===== src/rtl/dot_product_accumulator.sv =====
// Dot-product accumulator around an external WIDTH-bit multiplier.
// Registers operands, accumulates products, holds the sum for a handshake.
module dot_product_accumulator #(
  parameter int WIDTH    = 6,
  parameter int LENGTH   = 8,
  parameter int ACCWIDTH = 2*WIDTH+$clog2(LENGTH),
  parameter int CNTW     = $clog2(LENGTH+1)
) (
  input  logic                clk,
  input  logic                rst_n,
  input  logic                in_valid,
  output logic                in_ready,
  input  logic [WIDTH-1:0]    in_q,
  input  logic [WIDTH-1:0]    in_m,
  input  logic                in_last,
  output logic [WIDTH-1:0]    mult_q,
  output logic [WIDTH-1:0]    mult_m,
  input  logic [2*WIDTH-1:0]  mult_p,
  output logic                out_valid,
  input  logic                out_ready,
  output logic [ACCWIDTH-1:0] out_sum,
  output logic [CNTW-1:0]     out_count
);

  typedef enum logic [1:0] {
    ACCUM,
    FLUSH,
    HOLD
  } state_t;

  state_t state;
  state_t nextState;

  logic [ACCWIDTH-1:0] acc;
  logic [CNTW-1:0]     cnt;
  logic [CNTW-1:0]     acceptCnt;
  logic                v1;
  logic                last1;
  logic                inFire;
  logic                outFire;
  logic                isFinal;

  assign inFire  = in_valid && in_ready;
  assign outFire = out_valid && out_ready;
  assign isFinal = in_last ||
                   (acceptCnt == CNTW'(LENGTH-1));

  assign out_sum   = acc;
  assign out_count = cnt;

  // State register
  always_ff @(posedge clk) begin
    if (!rst_n) state <= ACCUM;
    else        state <= nextState;
  end

  // Next state and handshake outputs
  always_comb begin
    nextState = state;
    in_ready  = 1'b0;
    out_valid = 1'b0;
    unique case (state)
      ACCUM: begin
        in_ready = 1'b1;
        if (in_valid && isFinal)
          nextState = FLUSH;
      end
      FLUSH: begin
        if (!(v1 && last1))
          nextState = HOLD;
      end
      HOLD: begin
        out_valid = 1'b1;
        if (out_ready)
          nextState = ACCUM;
      end
      default: nextState = ACCUM;
    endcase
  end

  // Stage 1: register accepted operands toward the multiplier
  always_ff @(posedge clk) begin
    if (!rst_n) begin
      mult_q <= '0;
      mult_m <= '0;
      v1     <= 1'b0;
      last1  <= 1'b0;
    end else if (inFire) begin
      mult_q <= in_q;
      mult_m <= in_m;
      v1     <= 1'b1;
      last1  <= isFinal;
    end else begin
      v1     <= 1'b0;
      last1  <= 1'b0;
    end
  end

  // Count of pairs accepted in the current vector
  always_ff @(posedge clk) begin
    if (!rst_n)      acceptCnt <= '0;
    else if (outFire) acceptCnt <= '0;
    else if (inFire)  acceptCnt <= acceptCnt + CNTW'(1);
  end

  // Stage 2: accumulate the product one cycle after registering
  always_ff @(posedge clk) begin
    if (!rst_n) begin
      acc <= '0;
      cnt <= '0;
    end else if (outFire) begin
      acc <= '0;
      cnt <= '0;
    end else if (v1) begin
      acc <= acc + ACCWIDTH'(mult_p);
      cnt <= cnt + CNTW'(1);
    end
  end

endmodule


===== config.mk =====
export PLATFORM = sky130hd
export DESIGN_NAME = dot_product_accumulator
export DESIGN_NICKNAME = d
export VERILOG_FILES = /design/src/rtl/dot_product_accumulator.sv
export SDC_FILE = /design/constraint.sdc
export NUM_CORES = 1
export LEC_CHECK = 0
export BUFFER_PORTS_ARGS = -buffer_cell sky130_fd_sc_hd__buf_2
export CORE_ASPECT_RATIO = 1.1
export CORE_MARGIN = 2
export CORE_UTILIZATION = 30
export DETAILED_ROUTE_END_ITERATION = 16
export PLACE_DENSITY = 0.62
export SLEW_MARGIN = 10
export SYNTH_ARGS = -nofsm -noshare
export SYNTH_HDL_FRONTEND = slang
export SYNTH_SLANG_ARGS = --single-unit

===== constraint.sdc =====
create_clock -name clk -period 2.7 [get_ports clk]
set_input_delay 0.405 -clock clk [delete_from_list [all_inputs] [get_ports clk]]
set_output_delay 0.405 -clock clk [all_outputs]
set_load 0.05 [all_outputs]

# Word-level counts from Yosys, hierarchy flattened
# Cells that the tools add are included.
dict set report word_totals {
  ff_bits 39
  in_bits 29
  output_inout_bits 33
  wordCells 34
}
dict set report classes {
  n_addsub 3
  eq_ne 6
  muxes 7
  bitwise 1
  n_reduce_logical 9
}
# operator count
set ops {}
lappend ops {{$add A15 B12 Y15} 1}
lappend ops {{$add A4 B1 Y4 const B} 2}
lappend ops {{$mux W2} 3}
lappend ops {{$ne A2 B2 Y1 const B} 3}
lappend ops {{$pmux W2 S3} 1}
lappend ops {{$eq A4 B3 Y1 const B} 1}
lappend ops {{$logic_and A1 B1 Y1} 4}
lappend ops {{$mux W1} 3}
lappend ops {{$reduce_and A3 Y1} 1}
lappend ops {{$eq A2 B1 Y1 const B} 1}
lappend ops {{$eq A2 B2 Y1 const B} 1}
lappend ops {{$logic_not A2 Y1} 1}
lappend ops {{$reduce_and A2 Y1} 1}
lappend ops {{$reduce_or A2 Y1} 1}
lappend ops {{$logic_or A1 B1 Y1} 1}
lappend ops {{$not A1 Y1} 1}

# Longest topological paths before layout
# Gate-level depths: netlist of the first run.
dict set report depth {
  word_depth 5
  mapped_depth 9
  depth_no_buf 9
}

# Worst setup path before layout of the first run
# OpenSTA, ideal clock, no wires.
dict set report synth_timing {
  kind {register to register}
  start {register acc[1], in the netlist out_sum[1]}
  end {register acc[11], in the netlist out_sum[11]}
  setup_time_ps 84
  arrival_time_ps 2149
  required_ps 2616
  path_slack_ps 466
  stages_incl_launch_ff 9
  n_path_buf 0
  synth_period_minus_slack_ps 2234
  cell_sequence {dfxtp_1 ha_1 a21o_1 a21oi_2 o21ai_2 a311oi_2 o21ai_1 xnor2_1 o31ai_2}
}
dict set report synth_between {
  elab_chain_cells 1
}
# item line
set synth_lines {}
lappend synth_lines {{start: declaration} 34} ;# logic [ACCWIDTH-1:0] acc;
lappend synth_lines {{start signal: assignment} 115} ;# acc <= acc + ACCWIDTH'(mult_p);
lappend synth_lines {{$add A15 B12 Y15} 115}
# Every way passes these cells.
# A chain may end at the register's enable or synchronous reset.

# Worst setup path after layout of the first run
dict set report layout_timing {
  start {register acc[0], in the netlist out_sum[0]}
  end {register acc[14], in the netlist out_sum[14]}
}
# Same word-level chain as after synthesis.

==> results of run 1 <==
[where the power goes]
group	internal [mW]	switching [mW]
sequential	0.609	0.0302
combinational	0.124	0.226
clock	0.369	0.221
[layout make-up]
type                    count  area, um2  share of cell area (%)
repair buffers             63      320.3                   12.90
clock inverters             3      67.56                   2.720
inverters                   4      15.01                  0.6045
multi-input cells         166       1129                   45.44
well taps                  82      102.6                   4.131
clock buffers               5      68.82                   2.771
flip-flops and latches     39      780.7                   31.44
[cells by family (layout without fill, tap and decap cells)]
logic type / after synthesis / in the layout / share of synthesized area [%]
xor+xnor: 19 / 19 / 8.418
mux: 11 / 11 / 5.570
fa+ha+maj: 15 / 15 / 9.874
compound gates: 46 / 46 / 17.03
flops: 39 / 39 / 39.49
buf+inv: 12 / 75 / 3.417
simple gates: 75 / 75 / 16.20
[sequential cells by signal (all words and copies together) (netlist names)]
register   flops
acceptCnt      4
v1             1
mult_m         6
out_sum       15
last1          1
out_count      4
state          2
mult_q         6
[worst reg2reg max path, stage by stage (launching register included)]
cell      delay [ps]
dfxtp_1          330
ha_1             210
fa_1             410
a21oi_1          210
o21ai_1          130
a211oi_2         240
nand2b_1         160
a21oi_1           80
xnor2_1          150
nor2_1            50
[final timing paths]
check                           slack [ps]     endpoint       start
worst max-delay path                   610  out_sum[14]  out_sum[0]
worst min-delay path                   350    mult_q[4]     in_q[4]
worst max register to register         610  out_sum[14]  out_sum[0]
worst min register to register         470    mult_q[4]   mult_q[4]
[metal layers]
layer / vias to the layer above / wire length [um] / global-route usage (%)
met1: 753 / 2002 / 16.10
met5: - / 0 / 0
met2: 46 / 1924 / 19.37
li1: 865 / - / -
met3: 6 / 284 / 3.232
met4: 0 / 55 / 6.471
[cells in the final DEF, fill, tap and decap left out, types with 2 or more instances in the layout]
cell type	count
a21boi_0	13
a21o_1	2
a21oi_1	11
and3_1	4
buf_2	61
buf_4	2
bufinv_16	2
clkbuf_8	5
dfxtp_1	39
ha_1	14
inv_1	4
mux2i_1	11
nand2_1	36
nand2b_1	2
nand3_1	2
nand4_1	3
nor2_1	23
nor2b_1	4
o21ai_0	2
o21ai_1	3
o21bai_1	2
xnor2_1	12
xor2_1	7
==> results.sh, run 1 <==
export IMPL_placed_area_um2=2347
export IMPL_clock_sinks=39
export IMPL_clock_path_buffers=2
export IMPL_worstPathBufferInverterCount=0
export IMPL_setup_tns_ps=0
export IMPL_skew_ps=7.750
export IMPL_synth_ff_latch_count=39
export IMPL_cp_cell_sequence="ha_1, fa_1, a21oi_1, o21ai_1, a211oi_2, nand2b_1, a21oi_1, xnor2_1, nor2_1"
export IMPL_drt_iter0_markers=52
export IMPL_cpPeakStageDelay_ps=410
export IMPL_via_per_inst=4.613
export IMPL_grt_antenna_before_repair=0
export IMPL_syn_area_um2=1977
export IMPL_cp_top_family="compound AO/OA/AOI/OAI gates"
export IMPL_die_w_um=81.40
export IMPL_status="finished clean"
export IMPL_yosys_top_cells_count="dfxtp_1 (39), nand2_1 (36), nor2_1 (23), ha_1 (14), a21boi_0 (13)"
export IMPL_grt_max_degree=24
export IMPL_worst_pin_slew_ps=849.2
export IMPL_power_mw=1.579
export IMPL_core_um2=6477
export IMPL_final_area_um2=2484
export IMPL_synth_top_cell_area_share_pct=39.49
export IMPL_fin_ws_ps=608.4
export IMPL_peakVddDrop_mv=0.2431
export IMPL_synth_edf_count=0
export IMPL_synth_cell_types=39
export IMPL_die_h_um=89.14
export IMPL_grt_pass1_wl_mm=6.955
export IMPL_start_kind="register"
export IMPL_place_inst=354
export IMPL_gr_usage_all_layers_pct=12.54
export IMPL_cts_tree="done"
export IMPL_yosys_warnings=0
export IMPL_clock_fmax_mhz=478.1
export IMPL_htreeDepth=2
export IMPL_cts_resized=0
export IMPL_vias=1670
export IMPL_stdcell_count=362
export IMPL_cp_end_kind="register"
export IMPL_slew_headroom_pct=43.25
export IMPL_gp_congestion=0.7905
export IMPL_required_ps=2860
export IMPL_insertion_delay_ps=300
export IMPL_initial_utilization_pct=30.52
export IMPL_dpl_hpwl_mm=3.091
export IMPL_drc=0
export IMPL_drtPass1Iterations=4
export IMPL_pin_count=62
export IMPL_dieArea_um2=7256
export IMPL_finalCriticalPeriod_ps=2092
export IMPL_yosys_top_cells_area="dfxtp_1 (39%), ha_1 (8.9%), nand2_1 (6.8%)"
export IMPL_port_buffers=61
export IMPL_final_util_pct=38.34
export IMPL_drv_cap=0
export IMPL_dp_slack_ps=390.2
export IMPL_synth_sequential_area_ratio_pct=39.49
export IMPL_ant_nets=0
export IMPL_cts_buffers_inserted=5
export IMPL_hold_ws_ps=352.5
export IMPL_grt_overflow=0
export IMPL_syn_num_nets=261
export IMPL_first_global_vias=1521
export IMPL_p_per_area_nw_per_um2=635.6
export IMPL_reg2reg_depth=9
export IMPL_critPathKind="reg2reg"
export IMPL_wl_per_cell_um=11.78
export IMPL_synth_cells=217
export IMPL_crit_path_frequent_cell="a21oi_1"
export IMPL_worstHoldPathCells=3
export IMPL_area_growth_pct=25.63
export IMPL_synth_most_common_cell="dfxtp_1"
export IMPL_cp_arrival_ps=2250
export IMPL_clk_pin_slew_worst_paths_ps=90
export IMPL_fin_nets=323
export IMPL_synth_top_cell_by_area="dfxtp_1"
export IMPL_timing_final_crit_share_pct=77.47
export IMPL_worst_path_stages=9
export IMPL_post_cts_buffers=0
export IMPL_final_layout_size_suffix_gt1_share_pct=27.86
export IMPL_postSynth_asyncResetShare_pct=0
export IMPL_avgSynthCellArea_um2=9.110
export IMPL_setup_viol=0
export IMPL_wirelength_mm=4.266
export IMPL_cp_slowest_cell="fa_1"
export IMPL_fillerInstances=665
export IMPL_row_count=31
export IMPL_diodes=0
export IMPL_hold_path_class="in2reg"
export IMPL_drv_slew=0
export IMPL_synth_flop_cell="dfxtp_1"
export IMPL_clockRootBuffer="clkbuf_8"
export IMPL_p_leak_nw=1.153
export IMPL_rsz0062_at_grt="false"
export IMPL_crit_fanout=3
export IMPL_hold_buffers=0
export IMPL_hold_viol_final=0
No activity file was read; power rests on OpenSTA's default activity.
==> inputs of run 2 (changes only) <==
--- a/config.mk
+++ b/config.mk
@@ -5,6 +5,7 @@
 export SDC_FILE = /design/constraint.sdc
 export NUM_CORES = 1
 export LEC_CHECK = 0
+export ABC_AREA = 1
 export BUFFER_PORTS_ARGS = -buffer_cell sky130_fd_sc_hd__buf_2
 export CORE_ASPECT_RATIO = 1.1
 export CORE_MARGIN = 2
==> constraint.sdc (replaced) <==
create_clock -name clk -period 1.7 [get_ports clk]
set_input_delay 0.255 -clock clk [delete_from_list [all_inputs] [get_ports clk]]
set_output_delay 0.255 -clock clk [all_outputs]
set_load 0.05 [all_outputs]
==> run 2 against run 1 <==
Hold slack worse by 190 ps. Largest cell class unchanged. Final area grew 16%. Combinational power rose to 2.6 times the previous value.
==> results.sh, run 2 <==
export IMPL_die_h_um=95.78
export IMPL_cp_top_family="adder cells"
export IMPL_p_per_area_nw_per_um2=922.8
export IMPL_initial_utilization_pct=30.91
export IMPL_die_w_um=87.44
export IMPL_synth_most_common_cell="nand2_1"
export IMPL_clock_path_buffers=2
export IMPL_finalCriticalPeriod_ps=1628
export IMPL_pin_count=62
export IMPL_ant_nets=0
export IMPL_layout_commonest_cell="nand2_1"
export IMPL_yosys_top_cells_count="nand2_1 (79), nor2_1 (57), inv_1 (50), dfxtp_1 (39), nand3_1 (20)"
export IMPL_core_um2=7432
export IMPL_insertion_delay_ps=310
export IMPL_drv_cap=0
export IMPL_mostFrequentLayoutCells="nand2_1 (76), buf_2 (61), nor2_1 (56)"
export IMPL_row_count=33
export IMPL_dpl_hpwl_mm=4.247
export IMPL_largest_register_ffs=15
export IMPL_cpPeakStageDelay_ps=420
export IMPL_htreeDepth=2
export IMPL_grt_pass1_wl_mm=9.363
export IMPL_synth_edf_count=0
export IMPL_synth_cell_types=34
export IMPL_postSynth_asyncResetShare_pct=0
export IMPL_cp_end_kind="register"
export IMPL_hold_ws_ps=165.2
export IMPL_via_per_inst=4.568
export IMPL_drt_iter0_markers=75
export IMPL_diodes=0
export IMPL_yosys_warnings=0
export IMPL_worstPathBufferInverterCount=1
export IMPL_place_inst=493
export IMPL_clk_pin_slew_worst_paths_ps=90
export IMPL_synth_flop_cell="dfxtp_1"
export IMPL_required_ps=1920
export IMPL_setup_viol=0
export IMPL_stdcell_count=502
export IMPL_first_global_vias=2127
export IMPL_fin_nets=458
export IMPL_clock_fmax_mhz=614.3
export IMPL_hold_path_class="in2reg"
export IMPL_rsz0062_at_grt="true"
export IMPL_dieArea_um2=8374
export IMPL_grt_antenna_before_repair=0
export IMPL_crit_path_frequent_cell="nand2_1"
export IMPL_vias=2293
export IMPL_worst_pin_slew_ps=323.6
export IMPL_syn_num_nets=389
export IMPL_grt_overflow=0
export IMPL_clockRootBuffer="clkbuf_8"
export IMPL_cts_buffers_inserted=5
export IMPL_cp_cell_sequence="ha_4, fa_2, nand3_2, nand3_2, nand2_1, nand2_1, xnor2_1, nand2_1, nand2_1, inv_1"
export IMPL_slew_headroom_pct=78.39
export IMPL_cp_arrival_ps=1840
export IMPL_yosys_top_cells_area="dfxtp_1 (34%), nand2_1 (13%), nor2_1 (9.3%)"
export IMPL_cp_slowest_cell="fa_2"
export IMPL_synth_ff_latch_count=39
export IMPL_synth_cells=345
export IMPL_port_buffers=61
export IMPL_grt_max_degree=22
export IMPL_final_layout_size_suffix_gt1_share_pct=28.19
export IMPL_avgSynthCellArea_um2=6.659
export IMPL_power_mw=2.664
export IMPL_drc=0
export IMPL_crit_fanout=4
export IMPL_area_growth_pct=25.65
export IMPL_p_leak_nw=1.548
export IMPL_synth_sequential_area_ratio_pct=33.99
export IMPL_wirelength_mm=5.689
export IMPL_status="finished clean"
export IMPL_drv_slew=0
export IMPL_gp_congestion=0.8409
export IMPL_setup_tns_ps=0
export IMPL_synth_top_cell_area_share_pct=33.99
export IMPL_hold_buffers=0
export IMPL_hold_viol_final=0
export IMPL_timing_final_crit_share_pct=95.76
export IMPL_wl_per_cell_um=11.33
export IMPL_syn_area_um2=2297
export IMPL_start_kind="register"
export IMPL_synth_top_cell_by_area="dfxtp_1"
export IMPL_peakVddDrop_mv=0.4216
export IMPL_clock_sinks=39
export IMPL_drtPass1Iterations=4
export IMPL_gr_usage_all_layers_pct=14.19
export IMPL_skew_ps=6.197
export IMPL_critPathKind="reg2reg"
export IMPL_cts_tree="done"
[run 2: changes by cell type after synthesis, moves of 8 or more]
cell      previous run  this run
a21boi_0            13         0
inv_1                4        50
mux2i_1             11         0
nand2_1             36        79
nand2_2              0         8
nand3_1              2        20
nor2_1              23        57
o21ai_0              2        17
xnor2_1             12         3
[run 2: cells by family (layout without fill, tap and decap cells)]
| family | count (synthesis) | after routing | synth area share (%) |
|---|---|---|---|
| fa+ha+maj | 15 | 15 | 8.497 |
| flops | 39 | 39 | 33.99 |
| xor+xnor | 5 | 5 | 1.907 |
| buf+inv | 60 | 130 | 10.51 |
| compound gates | 41 | 41 | 9.586 |
| simple gates | 185 | 185 | 35.51 |
[run 2: area by class of cell]
type / instances / area, um2
fillers: 799 / 4546
flip-flops and latches: 39 / 793.3
repair buffers: 69 / 377.9
multi-input cells: 246 / 1315
inverters: 53 / 198.9
clock buffers: 5 / 68.82
well taps: 87 / 108.9
clock inverters: 3 / 23.77
[run 2: metal layers]
layer,global-route usage [%],wire length [um]
met4,4.231,80
met1,17.11,2597
met2,24.75,2718
met5,0,0
met3,3.602,293
[run 2: timing repair]
| action | 4_1_cts | 5_1_grt |
|---|---|---|
| setup endpoints to repair | 0 | 4 |
| gates resized for setup | 0 | 9 |
| buffers inserted | 0 | 1 |
[run 2: worst min-delay path: stages]
cell and delay [ps]:
buf_2 70, nor2_1 30, nor2_1 80
[run 2: path summary, 6_finish.rpt]
path | startpoint | end | slack (ps) | cells past startpoint
worst max-delay path | out_sum[0] | out_sum[8] | 70 | 10
worst min-delay path | in_m[4] | mult_m[4] | 170 | 3
worst max register to register | out_sum[0] | out_sum[8] | 70 | 10
worst min register to register | acceptCnt[1] | acceptCnt[1] | 480 | 2
[run 2: stage by stage]
step / setup slack, ps / cell area, um2 / util (%)
after detailed placement: 31.44 / 2751 / 37.02
final: 72.16 / 2887 / 38.84
after global placement: 42.43 / 2751 / 37.02
after global routing: -82.84 / 2887 / 38.84
after CTS: 84.63 / 2844 / 38.27
after floorplan: -12.50 / 2315 / -
[run 2: power by group]
group          switching (mW)  leakage, nW  internal [mW]  total, mW
Sequential             0.0565        0.324           1.00       1.06
Combinational           0.636         1.18          0.279      0.915
Clock                   0.398       0.0408          0.294      0.692
Total                    1.09         1.55           1.57       2.66
